[config.mk]
export PLATFORM = sky130hd
export DESIGN_NAME = fu_share_arbiter_flat
export DESIGN_NICKNAME = d
export VERILOG_FILES = /design/src/rtl/fu_share_arbiter_pkg.sv /design/src/rtl/fu_share_arbiter_if.sv /design/src/rtl/fu_share_arbiter_rr_picker.sv /design/src/rtl/fu_share_arbiter.sv /design/src/flat_wrapper.sv
export SDC_FILE = /design/constraint.sdc
export NUM_CORES = 1
export LEC_CHECK = 0
export ABC_AREA = 1
export BUFFER_PORTS_ARGS = -buffer_cell sky130_fd_sc_hd__buf_2
export CAP_MARGIN = 25
export CORE_ASPECT_RATIO = 1.1
export CORE_UTILIZATION = 50
export CTS_CLUSTER_DIAMETER = 120
export DETAILED_ROUTE_END_ITERATION = 12
export PLACE_DENSITY = 0.83
export SLEW_MARGIN = 20
export SYNTH_ARGS = -nofsm -noshare
export SYNTH_HDL_FRONTEND = slang
export SYNTH_HIERARCHICAL = 1
export SYNTH_SLANG_ARGS = --single-unit
[constraint.sdc]
create_clock -name clk -period 7.1 [get_ports clk]
set_clock_uncertainty 0.2 [all_clocks]
set_input_delay 0.71 -clock clk [delete_from_list [all_inputs] [get_ports clk]]
set_output_delay 0.71 -clock clk [all_outputs]
set_load 0.05 [all_outputs]
[src/rtl/fu_share_arbiter_pkg.sv]
// Shared types for the functional-unit share arbiter: FSM state encoding,
// performance-counter width and a saturating increment helper.
package fu_arb_pkg;

   typedef enum logic [1:0] {
      IDLE  = 2'd0,
      BUSY  = 2'd1,
      DRAIN = 2'd2
   } fu_arb_state_e;

   localparam int PERF_W = 32;

   function automatic logic [PERF_W-1:0] sat_inc(input logic [PERF_W-1:0] v);
      return (&v) ? v : v + PERF_W'(1);
   endfunction

endpackage

[src/rtl/fu_share_arbiter_if.sv]
// Issue-queue / functional-unit / writeback bundle around the share arbiter.
// The arbiter is the slave side; the surrounding pipeline (or a bench) is the master.
interface fu_share_arbiter_if #(
   parameter int N     = 4,
   parameter int TAG_W = 6
);
   localparam int IDX_W = $clog2(N);

   logic [N-1:0]            req_valid;
   logic [N-1:0][TAG_W-1:0] req_tag;
   logic [N-1:0]            req_ready;
   logic                    fu_start;
   logic [TAG_W-1:0]        fu_tag;
   logic [IDX_W-1:0]        fu_src;
   logic                    fu_done;
   logic                    flush;
   logic                    res_valid;
   logic [TAG_W-1:0]        res_tag;
   logic                    busy;

   modport slave (
      input  req_valid, req_tag, fu_done, flush,
      output req_ready, fu_start, fu_tag, fu_src, res_valid, res_tag, busy
   );

   modport master (
      output req_valid, req_tag, fu_done, flush,
      input  req_ready, fu_start, fu_tag, fu_src, res_valid, res_tag, busy
   );
endinterface

[src/rtl/fu_share_arbiter_rr_picker.sv]
// Combinational round-robin picker: first set request bit at or above ptr,
// wrapping from N-1 back to 0.
module rr_picker #(
   parameter  int N     = 4,
   localparam int IDX_W = $clog2(N)
) (
   input  logic [N-1:0]     req,
   input  logic [IDX_W-1:0] ptr,
   output logic [N-1:0]     grant,
   output logic [IDX_W-1:0] idx,
   output logic             any_valid
);

   logic [IDX_W:0] pos;

   // NOTE: every output of a combinational block is given a default before any
   // conditional assignment, so no path leaves a value held and no latch is inferred.
   always_comb begin
      grant     = '0;
      idx       = '0;
      any_valid = 1'b0;
      pos       = '0;
      for (int k = 0; k < N; k++) begin
         pos = {1'b0, ptr} + (IDX_W+1)'(k);
         if (pos >= (IDX_W+1)'(N)) pos = pos - (IDX_W+1)'(N);
         if (!any_valid && req[pos[IDX_W-1:0]]) begin
            any_valid              = 1'b1;
            grant[pos[IDX_W-1:0]]  = 1'b1;
            idx                    = pos[IDX_W-1:0];
         end
      end
   end

endmodule

[src/rtl/fu_share_arbiter.sv]
// Round-robin arbiter sharing one multi-cycle functional unit among N requesters,
// with flush squashing. Optional counters enabled by defining FU_ARB_PERF_EN.
module fu_share_arbiter
   import fu_arb_pkg::*;
#(
   parameter int N     = 4,
   parameter int TAG_W = 6
) (
   input  logic                       clk,
   input  logic                       rstn,
   fu_share_arbiter_if.slave          bus
`ifdef FU_ARB_PERF_EN
   ,
   output logic [N-1:0][PERF_W-1:0]   perf_grant_cnt,
   output logic [PERF_W-1:0]          perf_busy_cnt
`endif
);

   localparam int IDX_W = $clog2(N);

   fu_arb_state_e    state_q, state_d;
   logic [IDX_W-1:0] rr_ptr_q;
   logic [TAG_W-1:0] held_tag_q;
   logic             res_valid_q;
   logic [TAG_W-1:0] res_tag_q;

   logic [N-1:0]     pick_grant;
   logic [IDX_W-1:0] pick_idx;
   logic             pick_any;
   logic             grant_en;
   logic             grant;
   logic             res_valid_d;

   rr_picker #(.N(N)) u_picker (
      .req       (bus.req_valid),
      .ptr       (rr_ptr_q),
      .grant     (pick_grant),
      .idx       (pick_idx),
      .any_valid (pick_any)
   );

   // Launch is held off while in reset so no combinational grant leaks out.
   assign grant_en    = rstn && !bus.flush &&
                        (state_q == IDLE || (state_q == BUSY && bus.fu_done));
   assign grant       = grant_en && pick_any;
   assign res_valid_d = (state_q == BUSY) && bus.fu_done && !bus.flush;

   assign bus.req_ready = grant ? pick_grant : '0;
   assign bus.fu_start  = grant;
   assign bus.fu_tag    = grant ? bus.req_tag[pick_idx] : '0;
   assign bus.fu_src    = grant ? pick_idx : '0;
   assign bus.res_valid = res_valid_q;
   assign bus.res_tag   = res_tag_q;
   assign bus.busy      = (state_q != IDLE);

   always_comb begin
      state_d = state_q;
      unique case (state_q)
         IDLE:    if (grant) state_d = BUSY;
         BUSY: begin
            if (bus.flush)        state_d = bus.fu_done ? IDLE : DRAIN;
            else if (bus.fu_done) state_d = grant ? BUSY : IDLE;
         end
         DRAIN:   if (bus.fu_done) state_d = IDLE;
         default: state_d = IDLE;
      endcase
   end

   // NOTE: sequential state uses non-blocking assignments so every register
   // samples pre-edge values; res_tag_q below relies on the old held_tag_q.
   always_ff @(posedge clk or negedge rstn) begin
      if (!rstn) begin
         state_q     <= IDLE;
         rr_ptr_q    <= '0;
         held_tag_q  <= '0;
         res_valid_q <= 1'b0;
         res_tag_q   <= '0;
      end else begin
         state_q     <= state_d;
         res_valid_q <= res_valid_d;
         if (res_valid_d) res_tag_q <= held_tag_q;
         if (grant) begin
            held_tag_q <= bus.req_tag[pick_idx];
            rr_ptr_q   <= (pick_idx == IDX_W'(N-1)) ? '0 : pick_idx + IDX_W'(1);
         end
      end
   end

`ifdef FU_ARB_PERF_EN
   always_ff @(posedge clk or negedge rstn) begin
      if (!rstn) begin
         perf_grant_cnt <= '0;
         perf_busy_cnt  <= '0;
      end else begin
         for (int i = 0; i < N; i++)
            if (grant && pick_grant[i]) perf_grant_cnt[i] <= sat_inc(perf_grant_cnt[i]);
         if (state_q != IDLE) perf_busy_cnt <= sat_inc(perf_busy_cnt);
      end
   end
`endif

   // A completion pulse with nothing in flight means the unit and arbiter disagree.
   a_no_done_in_idle: assert property (@(posedge clk) disable iff (!rstn)
      !(state_q == IDLE && bus.fu_done))
      else $error("fu_done asserted while arbiter IDLE");

endmodule
[src/flat_wrapper.sv]
// flat-port wrapper written by rule: the top's interface ports become plain ports
module fu_share_arbiter_flat import fu_arb_pkg::*;
#(
   parameter int N     = 4,
   parameter int TAG_W = 6
)
  (clk, rstn, bus_req_valid, bus_req_tag, bus_fu_done, bus_flush, bus_req_ready, bus_fu_start, bus_fu_tag, bus_fu_src, bus_res_valid, bus_res_tag, bus_busy);
  fu_share_arbiter_if #(.N(N), .TAG_W(TAG_W)) bus_i ();
  input  logic clk;
  input  logic rstn;
  input wire logic [$bits(bus_i.req_valid)-1:0] bus_req_valid;
  input wire logic [$bits(bus_i.req_tag)-1:0] bus_req_tag;
  input wire logic [$bits(bus_i.fu_done)-1:0] bus_fu_done;
  input wire logic [$bits(bus_i.flush)-1:0] bus_flush;
  output wire logic [$bits(bus_i.req_ready)-1:0] bus_req_ready;
  output wire logic [$bits(bus_i.fu_start)-1:0] bus_fu_start;
  output wire logic [$bits(bus_i.fu_tag)-1:0] bus_fu_tag;
  output wire logic [$bits(bus_i.fu_src)-1:0] bus_fu_src;
  output wire logic [$bits(bus_i.res_valid)-1:0] bus_res_valid;
  output wire logic [$bits(bus_i.res_tag)-1:0] bus_res_tag;
  output wire logic [$bits(bus_i.busy)-1:0] bus_busy;
  assign bus_i.req_valid = bus_req_valid;
  assign bus_i.req_tag = bus_req_tag;
  assign bus_i.fu_done = bus_fu_done;
  assign bus_i.flush = bus_flush;
  assign bus_req_ready = bus_i.req_ready;
  assign bus_fu_start = bus_i.fu_start;
  assign bus_fu_tag = bus_i.fu_tag;
  assign bus_fu_src = bus_i.fu_src;
  assign bus_res_valid = bus_i.res_valid;
  assign bus_res_tag = bus_i.res_tag;
  assign bus_busy = bus_i.busy;
  fu_share_arbiter #(.N(N), .TAG_W(TAG_W)) u_core (.clk(clk), .rstn(rstn), .bus(bus_i));
endmodule
==> results of run 1 <==
-- routing by layer --
metal / up-vias / GRT usage, % / wire (um)
met5: - / 0 / 0
met4: 0 / 3.30 / 4
met3: 2 / 3.08 / 221
met2: 70 / 33.3 / 1580
met1: 699 / 31.9 / 1500
li1: 841 / - / -
-- power by group through the flow --
stage | Clock (W) | Combinational, W | Sequential [W]
2_1_floorplan | 0 | 0.000534 | 0.000217
3_3_place_gp | 0 | 0.000691 | 0.000166
3_5_place_dp | 0 | 0.000695 | 0.000168
4_1_cts | 0.0000530 | 0.000698 | 0.000165
5_1_grt | 0.0000578 | 0.000780 | 0.000171
6_report | 0.0000523 | 0.000705 | 0.000165
-- kinds of logic after synthesis --
family,after synthesis,share of synthesized area [%]
compound gates,14,5.75
simple gates,148,45.9
flops,17,28.4
fa+ha+maj,6,5.00
buf+inv,55,15.0
-- through the flow --
stage | worst slack [ns] | hold WS (ns) | total power (W) | utilization (%)
finish | 2.80 | 0.129 | 0.000922 | 64.1
global route | 2.42 | 0.137 | 0.00101 | 64.1
CTS | 2.84 | 0.133 | 0.000916 | 64.1
detailed placement | 3.16 | 0.253 | 0.000863 | 63.1
global placement | 3.23 | 0.252 | 0.000857 | 63.1
floorplan | 3.57 | 0.214 | 0.000751 | -
-- path summary, 6_finish.rpt --
check,slack (ns),end,from
hold / removal,0.13,u_core/bus.res_tag[5],rstn
max in group asynchronous,6.28,u_core/bus.res_tag[4],rstn
hold reg to reg,0.28,u_core/bus.res_tag[5],u_core/held_tag_q[5]
setup / recovery,2.80,bus_fu_tag[4],u_core/rr_ptr_q[0]
setup reg to reg,3.99,u_core/held_tag_q[4],u_core/rr_ptr_q[0]
min in group clk,0.28,u_core/bus.res_tag[5],u_core/held_tag_q[5]
-- flip-flops by register name (all words and copies together), names as in the netlist --
| name | flops |
|---|---|
| u_core/bus.res_tag | 6 |
| u_core/held_tag_q | 6 |
| u_core/rr_ptr_q | 2 |
| u_core/state_q | 2 |
| u_core/bus.res_valid | 1 |
-- area by class of cell --
class	instances	area, um2
Inverter	51	193
Clock buffer	3	22.5
Clock inverter	1	5.00
Fill cell	294	1010
Timing Repair Buffer	52	260
Multi-Input combinational cell	168	850
Tap cell	33	41.3
Sequential cell	17	425
-- worst max-delay path, stage by stage (launching register included) --
cell and delay, ns:
sky130_fd_sc_hd__dfrtp_1 0.54, sky130_fd_sc_hd__inv_2 0.17, sky130_fd_sc_hd__ha_1 0.39, sky130_fd_sc_hd__inv_1 0.11
sky130_fd_sc_hd__nand3_1 0.09, sky130_fd_sc_hd__nand2_1 0.05, sky130_fd_sc_hd__nor2_1 0.30, sky130_fd_sc_hd__a21oi_1 0.12
sky130_fd_sc_hd__nand3_1 0.44, sky130_fd_sc_hd__inv_2 0.22, sky130_fd_sc_hd__nand2_1 0.11, sky130_fd_sc_hd__nand3_1 0.08
sky130_fd_sc_hd__nand2_1 0.09, sky130_fd_sc_hd__nand2_1 0.07, sky130_fd_sc_hd__inv_1 0.06, sky130_fd_sc_hd__buf_2 0.25
-- synthesized netlist by cell type --
cell / count
sky130_fd_sc_hd__ha_1: 6
sky130_fd_sc_hd__nand3_1: 29
sky130_fd_sc_hd__inv_1: 48
sky130_fd_sc_hd__clkinv_2: 1
sky130_fd_sc_hd__o21ai_0: 1
sky130_fd_sc_hd__nand2_1: 89
sky130_fd_sc_hd__o31ai_1: 1
sky130_fd_sc_hd__a21oi_1: 7
sky130_fd_sc_hd__nand4_1: 7
sky130_fd_sc_hd__nand3_2: 2
sky130_fd_sc_hd__buf_2: 2
sky130_fd_sc_hd__nor2_4: 1
sky130_fd_sc_hd__dfrtp_1: 17
sky130_fd_sc_hd__a21oi_2: 1
sky130_fd_sc_hd__buf_6: 2
sky130_fd_sc_hd__nor2_2: 7
sky130_fd_sc_hd__inv_2: 2
sky130_fd_sc_hd__nand2_2: 8
sky130_fd_sc_hd__nand2_4: 1
sky130_fd_sc_hd__nor2_1: 3
sky130_fd_sc_hd__nand3_4: 1
sky130_fd_sc_hd__a21boi_0: 4
==> Implementation_results.wiki, run 1 <==
{| class="wikitable"
! Metric !! Value
|-
| Maximum net fanout on the critical path || 15
|-
| Global placer's final weighted congestion || 0.939
|-
| Top-area cell type share of the netlist area || 28.4%
|-
| Critical path arrival || 3.39 ns
|-
| Total CTS buffers || 3
|-
| Standard cell core area || 2800 um2
|-
| Number of buffers on the longest clock path || 2
|-
| TritonCTS Sinks || 17
|-
| Relative slew slack || 64.3%
|-
| DPL Wire Length || 2.57 mm
|-
| Total power per unit cell area || 513 nW/um2
|-
| Latest clock arrival within the worst-skew pair || 0.29 ns
|-
| RSZ-0062 raised after global routing || false
|-
| Synth Cell Area || 1500 um2
|-
| Vias || 1612
|-
| DR vias/cell || 4.96
|-
| Starting Density || 53.5%
|-
| Peak supply drop || 0.000310 V
|-
| Mapped Cells || 240
|-
| Mean routed wirelength per cell || 10.2 um
|-
| Number of nets with antenna violations after detailed routing || 0
|-
| Cell-internal power || 0.000355 W
|-
| Total cell area at the placement stage || 1770 um2
|-
| Final standard cell count with taps included and fillers excluded || 325
|-
| Antenna violations before repair || 0
|-
| Share of synthesized area occupied by flip-flops and latches || 28.4%
|-
| Element type at the critical path end || primary output
|-
| Number of global-route vias before repair || 1277
|-
| Cell Count Post-Placement || 321
|-
| Outcome || finished clean
|-
| Number of synthesized register bits || 17
|-
| Main area contributors after synthesis || sky130_fd_sc_hd__dfrtp_1, sky130_fd_sc_hd__nand2_1, sky130_fd_sc_hd__inv_1
|-
| Syn_area_per_cell || 6.25 um2
|-
| Proportion of power drawn by combinational gates || 76.4%
|-
| Total of max-cap violations || 0
|-
| Most frequent standard cell in the layout excluding fill and tap cells || sky130_fd_sc_hd__nand2_1
|-
| Buffers added on ports || 52
|-
| Final worst path period share || 60.5%
|-
| Number of hold-slack violations in the final timing report || 0
|-
| Final Cell Area || 1800 um2
|-
| Share of total power in sequential cells || 17.9%
|-
| DRC Markers || 0
|-
| Worst r2r path cells || 14
|-
| Syn nets || 278
|-
| Total I/O pin count || 53
|-
| CTS clk-pin slew, worst paths || 0.11 ns
|-
| Fraction of final layout cells with drive strength greater than 1 || 27.4%
|-
| Full die area || 3220 um2
|-
| Wire length of the first global-routing pass || 5.26 mm
|-
| NetSw || 0.000568 W
|-
| Cell type contributing the most total cell area after synthesis || sky130_fd_sc_hd__dfrtp_1
|-
| Static power due to leakage || 1.19 nW
|-
| Clock network power share || 5.7%
|-
| Number of buffers added to fix hold violations after cts || 0
|-
| Highest-count cells in the layout ignoring fill and taps || sky130_fd_sc_hd__nand2_1, sky130_fd_sc_hd__buf_2, sky130_fd_sc_hd__inv_1, sky130_fd_sc_hd__nand3_1, sky130_fd_sc_hd__dfrtp_1
|-
| Final Max Tran Viols || 0
|-
| Count of nets after finishing || 331
|-
| Category of the worst setup path launch point || register
|-
| F_max || 233 MHz
|-
| Total wirelength of the detailed-routed design || 3.30 mm
|-
| Global-route usage over all layers || 21.5%
|-
| H-tree depth || 1
|-
| X dimension of the die || 54.2 um
|-
| CTS root buf || sky130_fd_sc_hd__clkbuf_4
|-
| Largest net degree at the start of global routing || 19
|-
| Class of the tightest hold or removal check || in -> async
|-
| Number of instances resized during post-cts repair || 0
|-
| Remaining Overflow, GRT || 0
|-
| Initial DRT Pass Iterations || 4
|-
| Sum of negative setup slack || 0 ns
|-
| Distinct cells, synth || 22
|-
| Cell row count || 20
|-
| Number of DRC markers in iteration 0 || 89
|-
| Required time reported for the critical path endpoint || 6.19 ns
|-
| Area growth syn-to-layout || 19.8%
|-
| Clock tree from TritonCTS || built
|-
| Antenna diode count || 0
|-
| Finish-stage setup viols || 0
|-
| Min cycle time layout || 4.30 ns
|-
| Worst slew pin tran || 0.534 ns
|-
| Sw frac || 61.5%
|-
| Number of warnings printed during yosys synthesis || 6
|-
| Die boundary height || 59.5 um
|-
| Class of the most critical setup path || reg -> out
|-
| Post-CTS Repair Setup Buffers || 0
|}
Note: power is estimated with default switching activity, not from simulation.
==> run 2, diff against run 1 <==
--- a/config.mk
+++ b/config.mk
@@ -9,10 +9,10 @@
 export BUFFER_PORTS_ARGS = -buffer_cell sky130_fd_sc_hd__buf_2
 export CAP_MARGIN = 25
 export CORE_ASPECT_RATIO = 1.1
-export CORE_UTILIZATION = 50
+export CORE_UTILIZATION = 45
 export CTS_CLUSTER_DIAMETER = 120
 export DETAILED_ROUTE_END_ITERATION = 12
-export PLACE_DENSITY = 0.83
+export PLACE_DENSITY = 0.79
 export SLEW_MARGIN = 20
 export SYNTH_ARGS = -nofsm -noshare
 export SYNTH_HDL_FRONTEND = slang
==> constraint.sdc (replaced) <==
create_clock -name clk -period 3.8 [get_ports clk]
set_clock_uncertainty 0.2 [all_clocks]
set_input_delay 0.38 -clock clk [delete_from_list [all_inputs] [get_ports clk]]
set_output_delay 0.38 -clock clk [all_outputs]
set_load 0.05 [all_outputs]
==> Implementation_results.wiki, run 2 (synthesis gave the netlist of run 1 again) <==
{| class="wikitable"
! Metric !! Value
|-
| Outcome || finished with violations (was finished clean)
|-
| Violated checks || design-rule violations
|-
| Full die area || 3570 um2 (was 3220 um2)
|-
| Antenna diode count || 0 (unchanged)
|-
| X dimension of the die || 57.1 um (was 54.2 um)
|-
| Total wirelength of the detailed-routed design || 3.33 mm (was 3.30 mm)
|-
| Finish-stage setup viols || 0 (unchanged)
|-
| Clock tree from TritonCTS || built (unchanged)
|-
| Cell row count || 21 (was 20)
|-
| Remaining Overflow, GRT || 0 (unchanged)
|-
| Class of the most critical setup path || reg -> out (unchanged)
|-
| Min cycle time layout || 3.48 ns
|-
| Class of the tightest hold or removal check || in -> reg (was in -> async)
|-
| Static power due to leakage || 1.20 nW (was 1.19 nW)
|-
| Total I/O pin count || 53 (unchanged)
|-
| Latest clock arrival within the worst-skew pair || 0.29 ns (about the same)
|-
| Setup slack of the most critical reg-to-reg path || 1.12 ns (was 3.99 ns)
|-
| List of cells traversed by the critical path || inv_2, ha_1, inv_1, nand3_1, nand2_1, nor2_2, a21oi_1, nand3_1, inv_2, nand3_1, nand2_1, nand2_1, inv_1, buf_2 (was inv_2, ha_1, inv_1, nand3_1, nand2_1, nor2_1, a21oi_1, nand3_1, inv_2, nand2_1, nand3_1, nand2_1, nand2_1, inv_1, buf_2)
|-
| Required time reported for the critical path endpoint || 3.22 ns (was 6.19 ns)
|-
| Maximum net fanout on the critical path || 10 (was 15)
|-
| Area of combinational cells with multiple inputs || 852 um2 (was 850 um2)
|-
| Min setup slack post-route || 0.322 ns (was 2.80 ns)
|-
| Worst slew pin tran || 0.395 ns (was 0.534 ns)
|-
| Critical path arrival || 2.90 ns (was 3.39 ns)
|-
| Largest net degree at the start of global routing || 19 (unchanged)
|-
| DR vias/cell || 4.86 (was 4.96)
|-
| Final-layout worst hold slack || 0.0952 ns (was 0.129 ns)
|-
| Post-CTS Repair Setup Buffers || 0 (unchanged)
|-
| Final Max Tran Viols || 0 (unchanged)
|-
| F_max || 288 MHz
|-
| CTS clk-pin slew, worst paths || 0.11 ns (about the same)
|-
| Total power per unit cell area || 963 nW/um2 (was 513 nW/um2)
|-
| Sum of negative setup slack || 0 ns (unchanged)
|-
| Cell Count Post-Placement || 323 (was 321)
|-
| Die boundary height || 62.6 um (was 59.5 um)
|-
| DRC Markers || 2 (was 0)
|-
| Highest-count cells in the layout ignoring fill and taps || sky130_fd_sc_hd__nand2_1, sky130_fd_sc_hd__buf_2, sky130_fd_sc_hd__inv_1, sky130_fd_sc_hd__nand3_1, sky130_fd_sc_hd__dfrtp_1 (unchanged)
|-
| Category of the worst setup path launch point || register (unchanged)
|-
| Most frequent standard cell in the layout excluding fill and tap cells || sky130_fd_sc_hd__nand2_1 (unchanged)
|-
| H-tree depth || 1 (unchanged)
|-
| Antenna violations before repair || 0 (unchanged)
|-
| Total of max-cap violations || 0 (unchanged)
|-
| Slowest stage delay, CP || 0.50 ns (was 0.54 ns)
|-
| Source of the critical timing path || u_core/rr_ptr_q[0] (unchanged)
|-
| RSZ-0062 raised after global routing || false (unchanged)
|-
| Mean routed wirelength per cell || 10.1 um (was 10.2 um)
|-
| Number of nets with antenna violations after detailed routing || 0 (unchanged)
|-
| Number of buffers and inverters on the critical path || 5 (unchanged)
|-
| TritonCTS Sinks || 17 (unchanged)
|-
| Count of nets after finishing || 333 (was 331)
|-
| Min-Delay Startpoint || bus_fu_done
|-
| Filler Cells Inserted || 307 (was 294)
|-
| Reg-to-reg critical path startpoint || u_core/rr_ptr_q[0] (unchanged)
|-
| Relative slew slack || 73.7% (was 64.3%)
|-
| Fraction of final layout cells with drive strength greater than 1 || 28.9% (was 27.4%)
|-
| CTS root buf || sky130_fd_sc_hd__clkbuf_4 (unchanged)
|-
| Final standard cell count with taps included and fillers excluded || 328 (was 325)
|-
| Number of global-route vias before repair || 1415 (was 1277)
|-
| Total CTS buffers || 3 (unchanged)
|-
| Standard cell core area || 3100 um2 (was 2800 um2)
|-
| Starting Density || 48.4% (was 53.5%)
|-
| Critical path's slowest cell || sky130_fd_sc_hd__dfrtp_2 (was sky130_fd_sc_hd__dfrtp_1)
|-
| Initial DRT Pass Iterations || 8 (was 4)
|-
| Wire length of the first global-routing pass || 5.98 mm (was 5.26 mm)
|-
| Total cell area at the placement stage || 1780 um2 (was 1770 um2)
|-
| Number of hold-slack violations in the final timing report || 0 (unchanged)
|-
| Global-route usage over all layers || 20.5% (was 21.5%)
|-
| Number of buffers on the longest clock path || 2 (unchanged)
|-
| Setup Slack @ Placement || 0.460 ns (was 3.16 ns)
|-
| Global placer's final weighted congestion || 0.863 (was 0.939)
|-
| FF+latch area || 428 um2 (was 425 um2)
|-
| Worst path top cell family by delay || buffers and inverters (was simple AND/OR/NAND/NOR gates)
|-
| Element type at the critical path end || primary output (unchanged)
|-
| Final worst path period share || 91.5%
|-
| Vias || 1593 (was 1612)
|-
| Area growth syn-to-layout || 21.4% (was 19.8%)
|-
| DPL Wire Length || 2.61 mm (was 2.57 mm)
|-
| Peak supply drop || 0.000466 V (was 0.000310 V)
|-
| Buffers added on ports || 52 (unchanged)
|-
| Number of DRC markers in iteration 0 || 73 (was 89)
|-
| Final Cell Area || 1820 um2 (was 1800 um2)
|}
run 2: layout make-up:
type	instances	share of cell area, %
inverters	51	10.6
repair buffers	54	15.3
flip-flops and latches	17	23.5
clock inverters	1	0.275
well taps	34	2.34
multi-input cells	168	46.8
clock buffers	3	1.24
run 2: final timing paths:
| path | to | depth (start not counted) |
|---|---|---|
| worst max-delay path | bus_fu_tag[5] | 14 |
| worst min-delay path | u_core/state_q[1] | 2 |
| worst max register to register | u_core/held_tag_q[5] | 14 |
| worst min register to register | u_core/bus.res_tag[1] | 2 |
| max in group asynchronous | u_core/rr_ptr_q[1] | 2 |
| min in group asynchronous | u_core/state_q[1] | 2 |
run 2: where the power goes:
group | leakage [nW] | switching [W] | internal [W] | total (W)
Combinational | 0.964 | 0.000954 | 0.000390 | 0.00134
Sequential | 0.215 | 0.0000567 | 0.000255 | 0.000312
Clock | 0.0177 | 0.0000584 | 0.0000391 | 0.0000975
Total | 1.20 | 0.00107 | 0.000684 | 0.00175
run 2: per-stage QoR:
stage / power, W / util (%)
4_1_cts: 0.00174 / 58.6
2_1_floorplan: 0.00140 / -
6_report: 0.00175 / 58.7
5_1_grt: 0.00194 / 58.7
3_5_place_dp: 0.00164 / 57.3
3_3_place_gp: 0.00163 / 57.3
run 2: timing repair:
item,in CTS,in global routing
hold endpoints to repair,17,0
hold buffers,1,0
resized for setup,0,4
setup endpoints to repair,0,7
run 2: metal layers:
metal	global-route usage, %	part of all wire [%]	up-vias
met1	27.1	47	696
li1	-	-	845
met3	3.52	4.8	4
met2	34.6	48	48
met4	4.88	0.60	0
met5	0	0	-
==> run 3, diff against run 2 <==
--- a/config.mk
+++ b/config.mk
@@ -12,7 +12,7 @@
 export CORE_UTILIZATION = 45
 export CTS_CLUSTER_DIAMETER = 120
 export DETAILED_ROUTE_END_ITERATION = 12
-export PLACE_DENSITY = 0.79
+export PLACE_DENSITY_LB_ADDON = 0.08
 export SLEW_MARGIN = 20
 export SYNTH_ARGS = -nofsm -noshare
 export SYNTH_HDL_FRONTEND = slang
==> Implementation_results.wiki, run 3 (synthesis gave the netlist of run 1 again) <==
{| class="wikitable"
! Metric !! Value
|-
| Outcome || finished with violations (unchanged)
|-
| Violated checks || design-rule violations (unchanged)
|-
| Wire length of the first global-routing pass || 5.58 mm (was 5.98 mm)
|-
| F_max || 282 MHz (was 288 MHz)
|-
| Fraction of final layout cells with drive strength greater than 1 || 28.6% (was 28.9%)
|-
| Latest clock arrival within the worst-skew pair || 0.29 ns (about the same)
|-
| Full die area || 3570 um2 (unchanged)
|-
| Antenna violations before repair || 0 (unchanged)
|-
| Initial DRT Pass Iterations || 8 (unchanged)
|-
| Starting Density || 48.4% (unchanged)
|-
| Number of DRC markers in iteration 0 || 56 (was 73)
|-
| Overall power || 0.00177 W (was 0.00175 W)
|-
| Highest-count cells in the layout ignoring fill and taps || sky130_fd_sc_hd__nand2_1, sky130_fd_sc_hd__buf_2, sky130_fd_sc_hd__inv_1, sky130_fd_sc_hd__nand3_1, sky130_fd_sc_hd__dfrtp_1 (unchanged)
|-
| Min cycle time layout || 3.54 ns (was 3.48 ns)
|-
| Mean routed wirelength per cell || 10.4 um (was 10.1 um)
|-
| Remaining Overflow, GRT || 0 (unchanged)
|-
| Min-Delay Startpoint || bus_fu_done (unchanged)
|-
| CTS root buf || sky130_fd_sc_hd__clkbuf_4 (unchanged)
|-
| DRC Markers || 2 (unchanged)
|-
| Critical path arrival || 2.96 ns (was 2.90 ns)
|-
| RSZ-0062 raised after global routing || false (unchanged)
|-
| Required time reported for the critical path endpoint || 3.22 ns (about the same)
|-
| Cell row count || 21 (unchanged)
|-
| Total of max-cap violations || 0 (unchanged)
|-
| Class of the most critical setup path || reg -> out (unchanged)
|-
| Antenna diode count || 0 (unchanged)
|-
| Global placer's final weighted congestion || 0.829 (was 0.863)
|-
| Clock tree from TritonCTS || built (unchanged)
|-
| H-tree depth || 1 (unchanged)
|-
| Count of nets after finishing || 333 (unchanged)
|-
| Relative slew slack || 72.2% (was 73.7%)
|-
| Final Max Tran Viols || 0 (unchanged)
|-
| Source of the critical timing path || u_core/rr_ptr_q[0] (unchanged)
|-
| Buffers added on ports || 52 (unchanged)
|-
| CTS clk-pin slew, worst paths || 0.11 ns (about the same)
|-
| FF+latch area || 428 um2 (unchanged)
|-
| Class of the tightest hold or removal check || in -> reg (unchanged)
|-
| Peak supply drop || 0.000437 V (was 0.000466 V)
|-
| Total wirelength of the detailed-routed design || 3.41 mm (was 3.33 mm)
|-
| Reg-to-reg critical path startpoint || u_core/rr_ptr_q[0] (unchanged)
|-
| Number of buffers on the longest clock path || 2 (unchanged)
|-
| Most frequent standard cell in the layout excluding fill and tap cells || sky130_fd_sc_hd__nand2_1 (unchanged)
|-
| Die boundary height || 62.6 um (unchanged)
|-
| TritonCTS Sinks || 17 (unchanged)
|-
| Global-route usage over all layers || 19.3% (was 20.5%)
|-
| Maximum net fanout on the critical path || 13 (was 10)
|-
| Finish-stage setup viols || 0 (unchanged)
|-
| Filler Cells Inserted || 341 (was 307)
|-
| Number of global-route vias before repair || 1347 (was 1415)
|-
| Total CTS buffers || 3 (unchanged)
|-
| Standard cell core area || 3100 um2 (unchanged)
|-
| Area growth syn-to-layout || 21.4% (unchanged)
|-
| Worst slew pin tran || 0.417 ns (was 0.395 ns)
|-
| Total power per unit cell area || 970 nW/um2 (was 963 nW/um2)
|-
| Area of combinational cells with multiple inputs || 852 um2 (unchanged)
|-
| Post-CTS Repair Setup Buffers || 0 (unchanged)
|-
| Static power due to leakage || 1.20 nW (about the same)
|-
| Largest net degree at the start of global routing || 19 (unchanged)
|-
| Vias || 1580 (was 1593)
|-
| X dimension of the die || 57.1 um (unchanged)
|-
| Number of nets with antenna violations after detailed routing || 0 (unchanged)
|-
| Final worst path period share || 93.2% (was 91.5%)
|-
| Element type at the critical path end || primary output (unchanged)
|-
| Sum of negative setup slack || 0 ns (unchanged)
|-
| DR vias/cell || 4.82 (was 4.86)
|-
| Total I/O pin count || 53 (unchanged)
|-
| Number of hold-slack violations in the final timing report || 0 (unchanged)
|-
| DPL Wire Length || 2.65 mm (was 2.61 mm)
|-
| Category of the worst setup path launch point || register (unchanged)
|-
| Final standard cell utilization of the core || 58.7% (unchanged)
|}
==> run 3: layout make-up <==
class / count / share of cell area, %
multi-input combinational: 168 / 46.8
inverter: 51 / 10.6
clock buffer: 3 / 1.24
clock inverter: 1 / 0.275
timing repair buffer: 54 / 15.3
sequential: 17 / 23.5
tap: 34 / 2.34
==> run 3: final timing paths <==
| check | endpoint | slack [ns] | cells after the start |
|---|---|---|---|
| hold reg to reg | u_core/bus.res_tag[1] | 0.27 | 2 |
| setup reg to reg | u_core/held_tag_q[4] | 1.02 | 13 |
| min in group asynchronous | u_core/bus.res_tag[5] | 0.33 | 2 |
| max in group asynchronous | u_core/rr_ptr_q[0] | 2.77 | 2 |
| setup / recovery | bus_fu_tag[0] | 0.26 | 15 |
| hold / removal | u_core/state_q[1] | 0.11 | 2 |
==> run 3: through the flow <==
stage / cell area [um2] / setup WS [ns] / hold slack (ns) / std cells
5_1_grt: 1820 / 0.0150 / 0.0946 / 328
3_5_place_dp: 1780 / 0.442 / 0.126 / 323
6_report: 1820 / 0.259 / 0.109 / 328
2_1_floorplan: 1500 / 0.603 / -0.116 / 240
4_1_cts: 1820 / 0.0891 / 0.103 / 328
3_3_place_gp: 1780 / 0.457 / 0.132 / 323
==> run 3: timing repair <==
item,4_1_cts,5_1_grt
endpoints found under the hold margin,17,0
hold buffers,1,0
gates resized for setup,0,3
setup endpoints to repair,0,7
==> run 3: layer usage <==
| layer | part of all wire, % | vias to the layer above | GRT usage (%) |
|---|---|---|---|
| li1 | - | 840 | - |
| met1 | 48 | 686 | 26.1 |
| met2 | 46 | 52 | 31.8 |
| met3 | 5.9 | 2 | 2.48 |
| met4 | 0.59 | 0 | 5.49 |
| met5 | 0 | - | 0 |
==> run 3: critical path, cell delays in order (launching register included) <==
cell                      delay, ns
sky130_fd_sc_hd__dfrtp_2       0.49
sky130_fd_sc_hd__inv_2         0.14
sky130_fd_sc_hd__ha_1          0.39
sky130_fd_sc_hd__inv_1         0.10
sky130_fd_sc_hd__nand2_1       0.09
sky130_fd_sc_hd__nand2_2       0.06
sky130_fd_sc_hd__nor2_4        0.25
sky130_fd_sc_hd__nand4_1       0.12
sky130_fd_sc_hd__nand3_1       0.23
sky130_fd_sc_hd__inv_2         0.17
sky130_fd_sc_hd__nand2_1       0.09
sky130_fd_sc_hd__nand3_1       0.07
sky130_fd_sc_hd__nand2_1       0.08
sky130_fd_sc_hd__nand2_1       0.07
sky130_fd_sc_hd__inv_1         0.08
sky130_fd_sc_hd__buf_2         0.25
==> run 3: power by group <==
group / leakage, nW / switching, W / total (W) / internal [W]
registers: 0.215 / 0.0000568 / 0.000312 / 0.000255
clock network: 0.0177 / 0.0000584 / 0.0000974 / 0.0000391
logic: 0.964 / 0.000967 / 0.00136 / 0.000389
total: 1.20 / 0.00108 / 0.00177 / 0.000683
